`config.mk`:
```
export PLATFORM = sky130hd
export DESIGN_NAME = store_buffer
export DESIGN_NICKNAME = d
export VERILOG_FILES = /design/src/rtl/store_buffer_pkg.sv /design/src/rtl/store_buffer_cam.sv /design/src/rtl/store_buffer.sv
export SDC_FILE = /design/constraint.sdc
export NUM_CORES = 1
export LEC_CHECK = 0
export CAP_MARGIN = 10
export CORE_MARGIN = 5
export CORE_UTILIZATION = 55
export CTS_BUF_LIST = sky130_fd_sc_hd__clkbuf_4
export DETAILED_ROUTE_END_ITERATION = 10
export HOLD_SLACK_MARGIN = 0.05
export PLACE_DENSITY = 0.77
export SLEW_MARGIN = 20
export SYNTH_ARGS = -nofsm -noshare
export SYNTH_HDL_FRONTEND = slang
export SYNTH_HIERARCHICAL = 1
export SYNTH_SLANG_ARGS = --single-unit
```
`constraint.sdc`:
```
create_clock -name Clk -period 4.65 [get_ports Clk]
set_input_delay 0.6975 -clock Clk [delete_from_list [all_inputs] [get_ports Clk]]
set_output_delay 0.6975 -clock Clk [all_outputs]
set_load 0.01 [all_outputs]
```
`src/rtl/store_buffer_pkg.sv`:
```
// Shared types and width constants for the posted-write store buffer.
package store_buffer_pkg;

    // Default geometry of the buffer
    localparam int SB_DEPTH = 4;
    localparam int SB_AW    = 32;
    localparam int SB_DW    = 32;

    // Data memory port widths; the buffer sits directly in front of it
    localparam int MEM_AW   = 32;
    localparam int MEM_DW   = 32;

    // One pending store
    typedef struct packed {
        logic              valid;
        logic [SB_AW-1:0]  adr;
        logic [SB_DW-1:0]  data;
    } sb_entry_t;

endpackage

```
`src/rtl/store_buffer_cam.sv`:
```
// Youngest-match search over the pending stores.
// Entries are scanned oldest (head) to youngest, so a later match overrides
// an earlier one and the youngest matching store supplies the data.
module store_buffer_cam
    import store_buffer_pkg::*;
#(
    parameter int DEPTH = SB_DEPTH,
    localparam int PW   = $clog2(DEPTH)
) (
    input  sb_entry_t          entries [DEPTH],
    input  logic [PW-1:0]      head,
    input  logic [SB_AW-1:0]   key,
    output logic               hit,
    output logic [SB_DW-1:0]   data
);

    // Scan from head towards tail; the last matching entry wins
    always_comb begin : scan
        logic [PW-1:0] idx_s;
        hit   = 1'b0;
        data  = '0;
        idx_s = '0;
        for (int i = 0; i < DEPTH; i++) begin
            idx_s = head + PW'(i);
            if (entries[idx_s].valid && (entries[idx_s].adr == key)) begin
                hit  = 1'b1;
                data = entries[idx_s].data;
            end else begin
                hit  = hit;
                data = data;
            end
        end
    end

endmodule

```
`src/rtl/store_buffer.sv`:
```
// Posted-write store buffer between EX/MEM and the data memory.
// Stores queue in a small FIFO and drain when the memory port is free;
// loads forward from the youngest matching pending store or go to memory.
module store_buffer
    import store_buffer_pkg::*;
#(
    parameter int DEPTH = SB_DEPTH,
    parameter int AW    = SB_AW,
    parameter int DW    = SB_DW,
    localparam int PW   = $clog2(DEPTH),
    localparam int CW   = $clog2(DEPTH + 1)
) (
    input  logic           Clk,
    input  logic           Rst_n,
    input  logic [AW-1:0]  CpuAdr,
    input  logic [DW-1:0]  CpuWrd,
    input  logic           CpuWr,
    input  logic           CpuRd,
    input  logic           Sync,
    input  logic [DW-1:0]  MemRd,
    output logic [AW-1:0]  Adr,
    output logic [DW-1:0]  Wrd,
    output logic           MemWr,
    output logic           MemR,
    output logic [DW-1:0]  LdData,
    output logic           LdFwd,
    output logic           Empty,
    output logic [CW-1:0]  Count
);

    sb_entry_t         entry_r [DEPTH];
    logic [PW-1:0]     head_r;
    logic [PW-1:0]     tail_r;
    logic [CW-1:0]     count_r;
    logic              empty_r;
    logic              ld_fwd_r;
    logic [DW-1:0]     fwd_data_r;

    logic              rd_s;
    logic              push_s;
    logic              pop_s;
    logic              hit_s;
    logic              miss_s;
    logic              full_s;
    logic [DW-1:0]     cam_data_s;

    // A simultaneous store request wins; the load is dropped
    assign rd_s   = CpuRd & ~CpuWr;
    assign push_s = CpuWr;
    assign full_s = (count_r == CW'(DEPTH));
    assign miss_s = rd_s & ~hit_s;

    store_buffer_cam #(.DEPTH(DEPTH)) u_cam (
        .entries (entry_r),
        .head    (head_r),
        .key     (CpuAdr),
        .hit     (hit_s),
        .data    (cam_data_s)
    );

    // Port arbiter: decide whether the head drains and drive the memory port
    always_comb begin
        pop_s = 1'b0;
        Adr   = '0;
        Wrd   = '0;
        if (!empty_r) begin
            pop_s = (!CpuWr && !CpuRd)     // idle cycle
                  || (rd_s && hit_s)       // forwarded load leaves port free
                  || (push_s && full_s)    // make room for the incoming store
                  || (Sync && !miss_s);    // forced drain unless a miss owns the port
        end else begin
            pop_s = 1'b0;
        end
        if (miss_s) begin
            Adr = CpuAdr;
        end else if (pop_s) begin
            Adr = entry_r[head_r].adr;
            Wrd = entry_r[head_r].data;
        end else begin
            Adr = '0;
            Wrd = '0;
        end
    end

    assign MemWr  = pop_s;
    assign MemR   = miss_s;
    assign Empty  = empty_r;
    assign Count  = count_r;
    assign LdFwd  = ld_fwd_r;
    assign LdData = ld_fwd_r ? fwd_data_r : MemRd;

    // FIFO storage, pointers and occupancy; a push to the slot being
    // popped (full case) is written last so the new entry survives
    always_ff @(posedge Clk or negedge Rst_n) begin
        if (!Rst_n) begin
            for (int i = 0; i < DEPTH; i++) begin
                entry_r[i] <= '0;
            end
            head_r  <= '0;
            tail_r  <= '0;
            count_r <= '0;
            empty_r <= 1'b1;
        end else begin
            if (pop_s) begin
                entry_r[head_r].valid <= 1'b0;
                head_r                <= head_r + PW'(1);
            end
            if (push_s) begin
                entry_r[tail_r] <= '{valid: 1'b1, adr: CpuAdr, data: CpuWrd};
                tail_r          <= tail_r + PW'(1);
            end
            case ({push_s, pop_s})
                2'b10: begin
                    count_r <= count_r + CW'(1);
                    empty_r <= 1'b0;
                end
                2'b01: begin
                    count_r <= count_r - CW'(1);
                    empty_r <= (count_r == CW'(1));
                end
                default: begin
                    count_r <= count_r;
                    empty_r <= empty_r;
                end
            endcase
        end
    end

    // Load-return register: captured only on load cycles, held otherwise
    always_ff @(posedge Clk or negedge Rst_n) begin
        if (!Rst_n) begin
            ld_fwd_r   <= 1'b0;
            fwd_data_r <= '0;
        end else if (rd_s) begin
            ld_fwd_r   <= hit_s;
            fwd_data_r <= cam_data_s;
        end else begin
            ld_fwd_r   <= ld_fwd_r;
            fwd_data_r <= fwd_data_r;
        end
    end

endmodule

```
[Word-level counts from Yosys, hierarchy flattened]
Index checks and enable logic that the tools add are counted.
Cells by class
  reductions and logical operators: 17
  multiplexer cells: 36
  order comparisons: 7
  bitwise gates (word level): 9
  equality and inequality tests: 8
  add/subtract/negate cells: 6
Operators with widths (count)
  65-bit 2-to-1 mux: 10
  65-bit binary-select mux with 2-bit select: 4
  260-bit bitwise mux: 2
  260-bit 2-to-1 mux: 2
  32-bit 2-to-1 mux: 9
  65-bit demux with 2-bit select: 2
  32-bit == test: 4
  3-bit >= comparator (second input constant): 5
  2-bit inverter with 3-bit output: 5
  1-bit logical AND: 10
  3-bit by 1-bit < comparator with 1-bit output (second input constant): 2
  3-bit one-hot mux with 2 select lines: 1
  1-bit 2-to-1 mux: 5
  2-bit by 1-bit adder with 2-bit output (second input constant): 2
  2-bit adder (second input constant): 2
  3-bit by 1-bit adder with 3-bit output (second input constant): 1
  3-bit by 1-bit == test with 1-bit output (second input constant): 1
  3-bit == test (second input constant): 1
  1-bit zero test: 3
  1-bit logical OR: 3
  3-bit by 1-bit subtractor with 3-bit output (second input constant): 1
  1-bit bitwise AND: 2
  2-bit by 1-bit == test with 1-bit output (second input constant): 1
  2-bit == test (second input constant): 1
  3 further kinds: 4
Storage, ports and cells
  bits of input ports: 101
  register bits: 301

[Logic depth before layout (Yosys ltp)]
Gate-level depths: netlist of run 1.
  depth after elaboration: 19
  depth in mapped cells: 24

[Modules after synthesis]
Netlist of run 1, hierarchy kept.
By module, submodules not included
  store_buffer: area each 13870.8 um^2, cells an instance 868, times used 1
  store_buffer_cam: area each 9252.6 um^2, cells an instance 1133, times used 1

[Worst setup path before layout of run 1]
Ideal clock, no wire load.
  path type: register to output
  start: reg head_r[1]
  end: out Wrd[27]
  setup slack: 0.008 ns
  stages on the path, launching flop included: 19
  path buffers: 8
  data arrival time: 3.945 ns
  path through: dfrtp_1 buf_6 buf_6 buf_6 buf_12 mux4_2 xor2_1 nor3_1 o21ai_1 a2111oi_4 nand4_2 buf_2 buf_6 buf_4 nand4_1 nor3b_4 a211oi_4 buf_6 and2_1
Between the ends
  cells in the longest elaborated chain, start to end: 18
  elaborated cells between the ends (all ways): 42
  those cells by class: 3 x add/sub; 4 x eq/ne; 19 x mux; 6 x bitwise; 10 x reduce/logical
Ends and longest elaborated chain
  start: declaration: RTL line store_buffer.sv:32  | logic [PW-1:0] head_r;
  start signal: assignment: RTL line store_buffer.sv:106  | head_r <= head_r + PW'(1);
  2-bit by 1-bit adder with 2-bit output or 2-bit inverter with 3-bit output (tied branches): RTL line store_buffer_cam.sv:24, store_buffer_cam.sv:25
  2-bit inverter with 3-bit output (implied by the code) or 65-bit binary-select mux with 2-bit select (tied branches): RTL line store_buffer_cam.sv:25  | if (entries[idx_s].valid && (entries[idx_s].adr == key)) begin
  65-bit binary-select mux with 2-bit select or 65-bit 2-to-1 mux (tied branches): RTL line store_buffer_cam.sv:25
  65-bit 2-to-1 mux (implied by the code): RTL line store_buffer_cam.sv:25
  65-bit 2-to-1 mux or 32-bit == test (tied branches)
  32-bit == test or 1-bit logical AND (tied branches): RTL line store_buffer_cam.sv:25
  1-bit logical AND or 1-bit 2-to-1 mux (tied branches): RTL line store_buffer_cam.sv:25
  1-bit 2-to-1 mux (2 in series): RTL line store_buffer_cam.sv:25
  (+1 left out)
  via hit_s: RTL line store_buffer.sv:42  | logic hit_s;
  (+1 left out)
  1-bit bitwise AND: RTL line store_buffer.sv:51  | assign miss_s = rd_s & ~hit_s;
  1-bit zero test: RTL line store_buffer.sv:70  | || (Sync && !miss_s);
  1-bit logical AND: RTL line store_buffer.sv:70
  1-bit logical OR *: RTL line store_buffer.sv:70
  1-bit 2-to-1 mux *: RTL line store_buffer.sv:66  | if (!empty_r) begin
  via MemWr: RTL line store_buffer.sv:23  | output logic MemWr,
  32-bit 2-to-1 mux *: RTL line store_buffer.sv:76  | end else if (pop_s) begin
  32-bit 2-to-1 mux *: RTL line store_buffer.sv:74  | if (miss_s) begin
  end: declaration: RTL line store_buffer.sv:22  | output logic [DW-1:0] Wrd,
Mark *: on every way through the listed nets, which the timed path passes. The rest lies on a longest branch. The select of a mux whose other input is x is not followed.

[Final worst setup path of run 1]
  start: reg head_r[1]
  end: out Adr[21]
Between the ends
  cells in the longest elaborated chain, start to end: 18
  elaborated cells between the ends (all ways): 42
  those cells by class: 3 x add/sub; 4 x eq/ne; 19 x mux; 6 x bitwise; 10 x reduce/logical
Ends and longest elaborated chain
  2-bit by 1-bit adder with 2-bit output or 2-bit inverter with 3-bit output (tied branches): RTL line store_buffer_cam.sv:24, store_buffer_cam.sv:25
  2-bit inverter with 3-bit output (implied by the code) or 65-bit binary-select mux with 2-bit select (tied branches): RTL line store_buffer_cam.sv:25
  65-bit binary-select mux with 2-bit select or 65-bit 2-to-1 mux (tied branches): RTL line store_buffer_cam.sv:25
  65-bit 2-to-1 mux (implied by the code): RTL line store_buffer_cam.sv:25
  65-bit 2-to-1 mux or 32-bit == test (tied branches)
  32-bit == test or 1-bit logical AND (tied branches): RTL line store_buffer_cam.sv:25
  1-bit logical AND or 1-bit 2-to-1 mux (tied branches): RTL line store_buffer_cam.sv:25
  1-bit 2-to-1 mux (2 in series): RTL line store_buffer_cam.sv:25
  (+1 left out)
  via hit_s: RTL line store_buffer.sv:42
  1-bit inverter: RTL line store_buffer.sv:51
  1-bit bitwise AND: RTL line store_buffer.sv:51
  1-bit zero test: RTL line store_buffer.sv:70
  1-bit logical AND: RTL line store_buffer.sv:70
  1-bit logical OR: RTL line store_buffer.sv:70
  1-bit 2-to-1 mux: RTL line store_buffer.sv:66
  32-bit 2-to-1 mux: RTL line store_buffer.sv:76
  32-bit 2-to-1 mux *: RTL line store_buffer.sv:74
  end: declaration: RTL line store_buffer.sv:21  | output logic [AW-1:0] Adr,
Marked as above.

==> results of run 1 <==
## what timing repair did
action | in CTS | in global routing
gates cloned | 10 | 2
setup endpoints to repair | 66 | 89
resized for setup | 236 | 83
pin swaps | 8 | 18
hold buffers | 1 | 0
hold endpoints to repair | 90 | 0
setup buffers | 21 | 14
## worst max-delay path by stage
stage,slack [ns],from,to
floorplan,0.008,head_r[1],Wrd[27]
global placement,-0.53,head_r[1],Wrd[7]
detailed placement,-0.59,CpuAdr[4],Wrd[14]
CTS,-0.85,head_r[1],Wrd[25]
global route,-1.01,head_r[1],Adr[21]
finish,-0.92,head_r[1],Adr[21]
## synthesized netlist by cell type, types with 11 or more instances
master | instances | area (um2)
mux2_2 | 359 | 4040
a21oi_1 | 28 | 140
xnor2_1 | 83 | 727
a211o_1 | 31 | 272
nor4_1 | 16 | 100
clkbuf_1 | 70 | 263
xor2_1 | 36 | 315
buf_4 | 15 | 113
a211oi_1 | 11 | 82.6
nor3_1 | 12 | 60.1
mux2i_1 | 250 | 2500
nand2_1 | 91 | 342
nand3_1 | 40 | 200
nand4_1 | 11 | 68.8
or3_1 | 33 | 206
or4b_1 | 31 | 310
and2_1 | 66 | 413
dfrtp_1 | 300 | 7510
inv_1 | 14 | 52.6
mux4_2 | 111 | 2500
nor2_1 | 57 | 214
buf_6 | 30 | 338
o31ai_1 | 32 | 240
o211a_1 | 31 | 310
ha_1 | 13 | 163
buf_2 | 69 | 345
a22o_1 | 33 | 289
o21ai_0 | 25 | 125
## layout make-up
| class | instances | area [um2] |
|---|---|---|
| repair buffers | 483 | 4480 |
| clock inverters | 18 | 126 |
| fillers | 3049 | 13100 |
| multi-input cells | 1494 | 14700 |
| flip-flops and latches | 301 | 7540 |
| clock buffers | 130 | 976 |
| inverters | 15 | 61.3 |
| diodes | 4 | 10.0 |
| well taps | 539 | 674 |
## flip-flops by register name, summed over array words and instances, names as in the netlist
name and flops:
Count 3, tail_r 2, Empty 1, LdFwd 1, head_r 2, fwd_data_r 32
entry_r 260
## per-layer routing
layer	routed length (um)	up-vias	part of all wire [%]	track usage (%)
li1	-	8389	-	-
met2	34900	762	48	49.4
met4	3100	2	4.2	12.3
met5	12	-	0.016	0
met3	5400	209	7.4	7.09
met1	30000	9683	41	40.8
## through the flow
stage | power [W] | setup WS, ns | TNS [ns]
after floorplan | 0.0139 | 0.00778 | 0
final | 0.0221 | -0.917 | -52.99
after global routing | 0.0233 | -1.01 | -59.56
after CTS | 0.0218 | -0.851 | -53.01
after detailed placement | 0.0187 | -0.593 | -34.77
after global placement | 0.0184 | -0.525 | -31.04
## worst max-delay path: stages, from the launching register on
cell and delay (ns):
dfrtp_4 0.53, buf_8 0.17, buf_12 0.15, buf_8 0.13, mux2i_4 0.18, mux2i_2 0.21
xnor2_1 0.15, nand4_1 0.17, or4_1 0.56, or4_4 0.44, nand4_1 0.23, nor3b_4 0.09
a211oi_4 0.19, buf_6 0.16, buf_12 0.10, buf_12 0.10, buf_12 0.11, buf_12 0.11
a22o_1 0.13, buf_2 0.13
## logic make-up after synthesis
group / count (synthesis) / synth area share, %
AOI/OAI and AO/OA: 248 / 8.34
xor gates and xnor gates: 119 / 4.51
adders and majority gates: 13 / 0.703
buffers and inverters: 206 / 5.01
DFF: 301 / 32.6
muxes: 728 / 39.6
and+or+nand+nor: 386 / 9.24
## power by group through the flow
stage / Combinational, W / Clock (W) / Sequential, W
5_1_grt: 0.0152 / 0.00274 / 0.00541
4_1_cts: 0.0140 / 0.00260 / 0.00515
3_3_place_gp: 0.0133 / 0 / 0.00503
2_1_floorplan: 0.00919 / 0 / 0.00475
3_5_place_dp: 0.0136 / 0 / 0.00518
6_report: 0.0143 / 0.00255 / 0.00521
==> flow_metrics.env, run 1 <==
export IMPL_core_area_um2=41800
export IMPL_fmax_mhz=180
export IMPL_drc_errors=0
export IMPL_ys_types=71
export IMPL_gr_total_overflow=0
export IMPL_mappedNetlistArea_um2=23100
export IMPL_r2r_end="fwd_data_r[28]"
export IMPL_drtIter0Drc=1757
export IMPL_start_util_pct=55.4
export IMPL_fin_crit_sh_pct=120
export IMPL_max_slew_worst_pin_slew_ns=1.08
export IMPL_grt_util_all_layers_pct=30.8
export IMPL_ios=204
export IMPL_die_w_um=215
export IMPL_grt_pass1_wl_mm=113
export IMPL_period_needed_ns=5.57
export IMPL_vias=19045
export IMPL_placed_area_um2=26800
export IMPL_fin_nets=2498
export IMPL_rrSetupSlack_ns=0.07
export IMPL_cts_root_buf="clkbuf_4"
export IMPL_yosys_warnings=6
export IMPL_r2r_cells=15
export IMPL_timing_hold_violations_final=0
export IMPL_avgRoutedWirePerCell_um=24.6
export IMPL_crit_type="reg2out"
export IMPL_holdCritPathClass="in2async"
export IMPL_antenna_left=0
export IMPL_ys_ff_latch=301
export IMPL_yosys_most_used_dff="dfrtp_1"
export IMPL_ir_drop_mv=0.330
export IMPL_cp_start_kind="register"
export IMPL_layout_common_cells="mux2_2 (358), dfrtp_1 (298), mux2i_1 (236)"
export IMPL_htree_num_levels=3
export IMPL_clkPwrFrac_pct=11.5
export IMPL_insertion_delay_ns=0.83
export IMPL_worst_hold_slack_ns=0.493
export IMPL_netSwitchingPower_w=0.00937
export IMPL_dp_cells=2794
export IMPL_rsz0062_at_grt="yes"
export IMPL_synthesis_nets=2115
export IMPL_synth_edf_count=0
export IMPL_p_leak_nw=13.1
export IMPL_gp_congestion=1.04
export IMPL_end_kind="output pin"
export IMPL_port_buffers=203
export IMPL_power_density_nw_per_um2=773
export IMPL_max_slew_margin_rel_pct=28.2
export IMPL_dieHeight_um=215
export IMPL_antenna_found_initial=3
export IMPL_setup_ws_ns=-0.917
export IMPL_fin_util_pct=68.5
export IMPL_hpwl_mm=48.1
export IMPL_finalInstanceArea_um2=28600
export IMPL_setup_viol=66
export IMPL_synth_cells=2001
export IMPL_final_common_cell="mux2_2"
export IMPL_violations="setup timing"
export IMPL_fp_dieArea_um2=46200
export IMPL_drtPass1Iterations=5
export IMPL_status="complete, but fails checks"
export IMPL_synth_async_reset_ratio_pct=100
export IMPL_wl_mm=73.5
export IMPL_drive_above_1_share_pct=41.1
export IMPL_cts_buffer_depth=3
export IMPL_cts_buffers=89
export IMPL_grt_max_degree=121
export IMPL_fp_row_count=75
export IMPL_drv_cap=0
export IMPL_grt_pass1_vias=19682
export IMPL_fin_skew_ns=0.0687
export IMPL_p_int_w=0.0127
export IMPL_worstPathMaxFanout=7
export IMPL_cts_sinks=301
export IMPL_worstPathArrival_ns=4.87
export IMPL_swShare_pct=42.4
export IMPL_reg2reg_from="head_r[0]"
export IMPL_pwr_share_comb_pct=64.9
export IMPL_power_frac_seq_pct=23.6
export IMPL_syn_area_per_cell_um2=11.6
export IMPL_area_growth_synth_to_final_pct=23.7
export IMPL_ys_seq_area_share_pct=32.6
export IMPL_cts_tree="built"
export IMPL_clkTransAtPathRegs_ns=0.06
export IMPL_slew_violations=0
export IMPL_stdcell_count=2984
export IMPL_required_ns=3.95
export IMPL_routed_via_density=6.38
Note: power is estimated with default switching activity, not from simulation.
==> run 2: changes to the inputs <==
--- a/config.mk
+++ b/config.mk
@@ -9,6 +9,7 @@
 export CORE_MARGIN = 5
 export CORE_UTILIZATION = 55
 export CTS_BUF_LIST = sky130_fd_sc_hd__clkbuf_4
+export CTS_CLUSTER_SIZE = 40
 export DETAILED_ROUTE_END_ITERATION = 10
 export HOLD_SLACK_MARGIN = 0.05
 export PLACE_DENSITY = 0.77
==> results of run 2 <==
The final DEF is identical to that of run 1; final timing and power are the same.
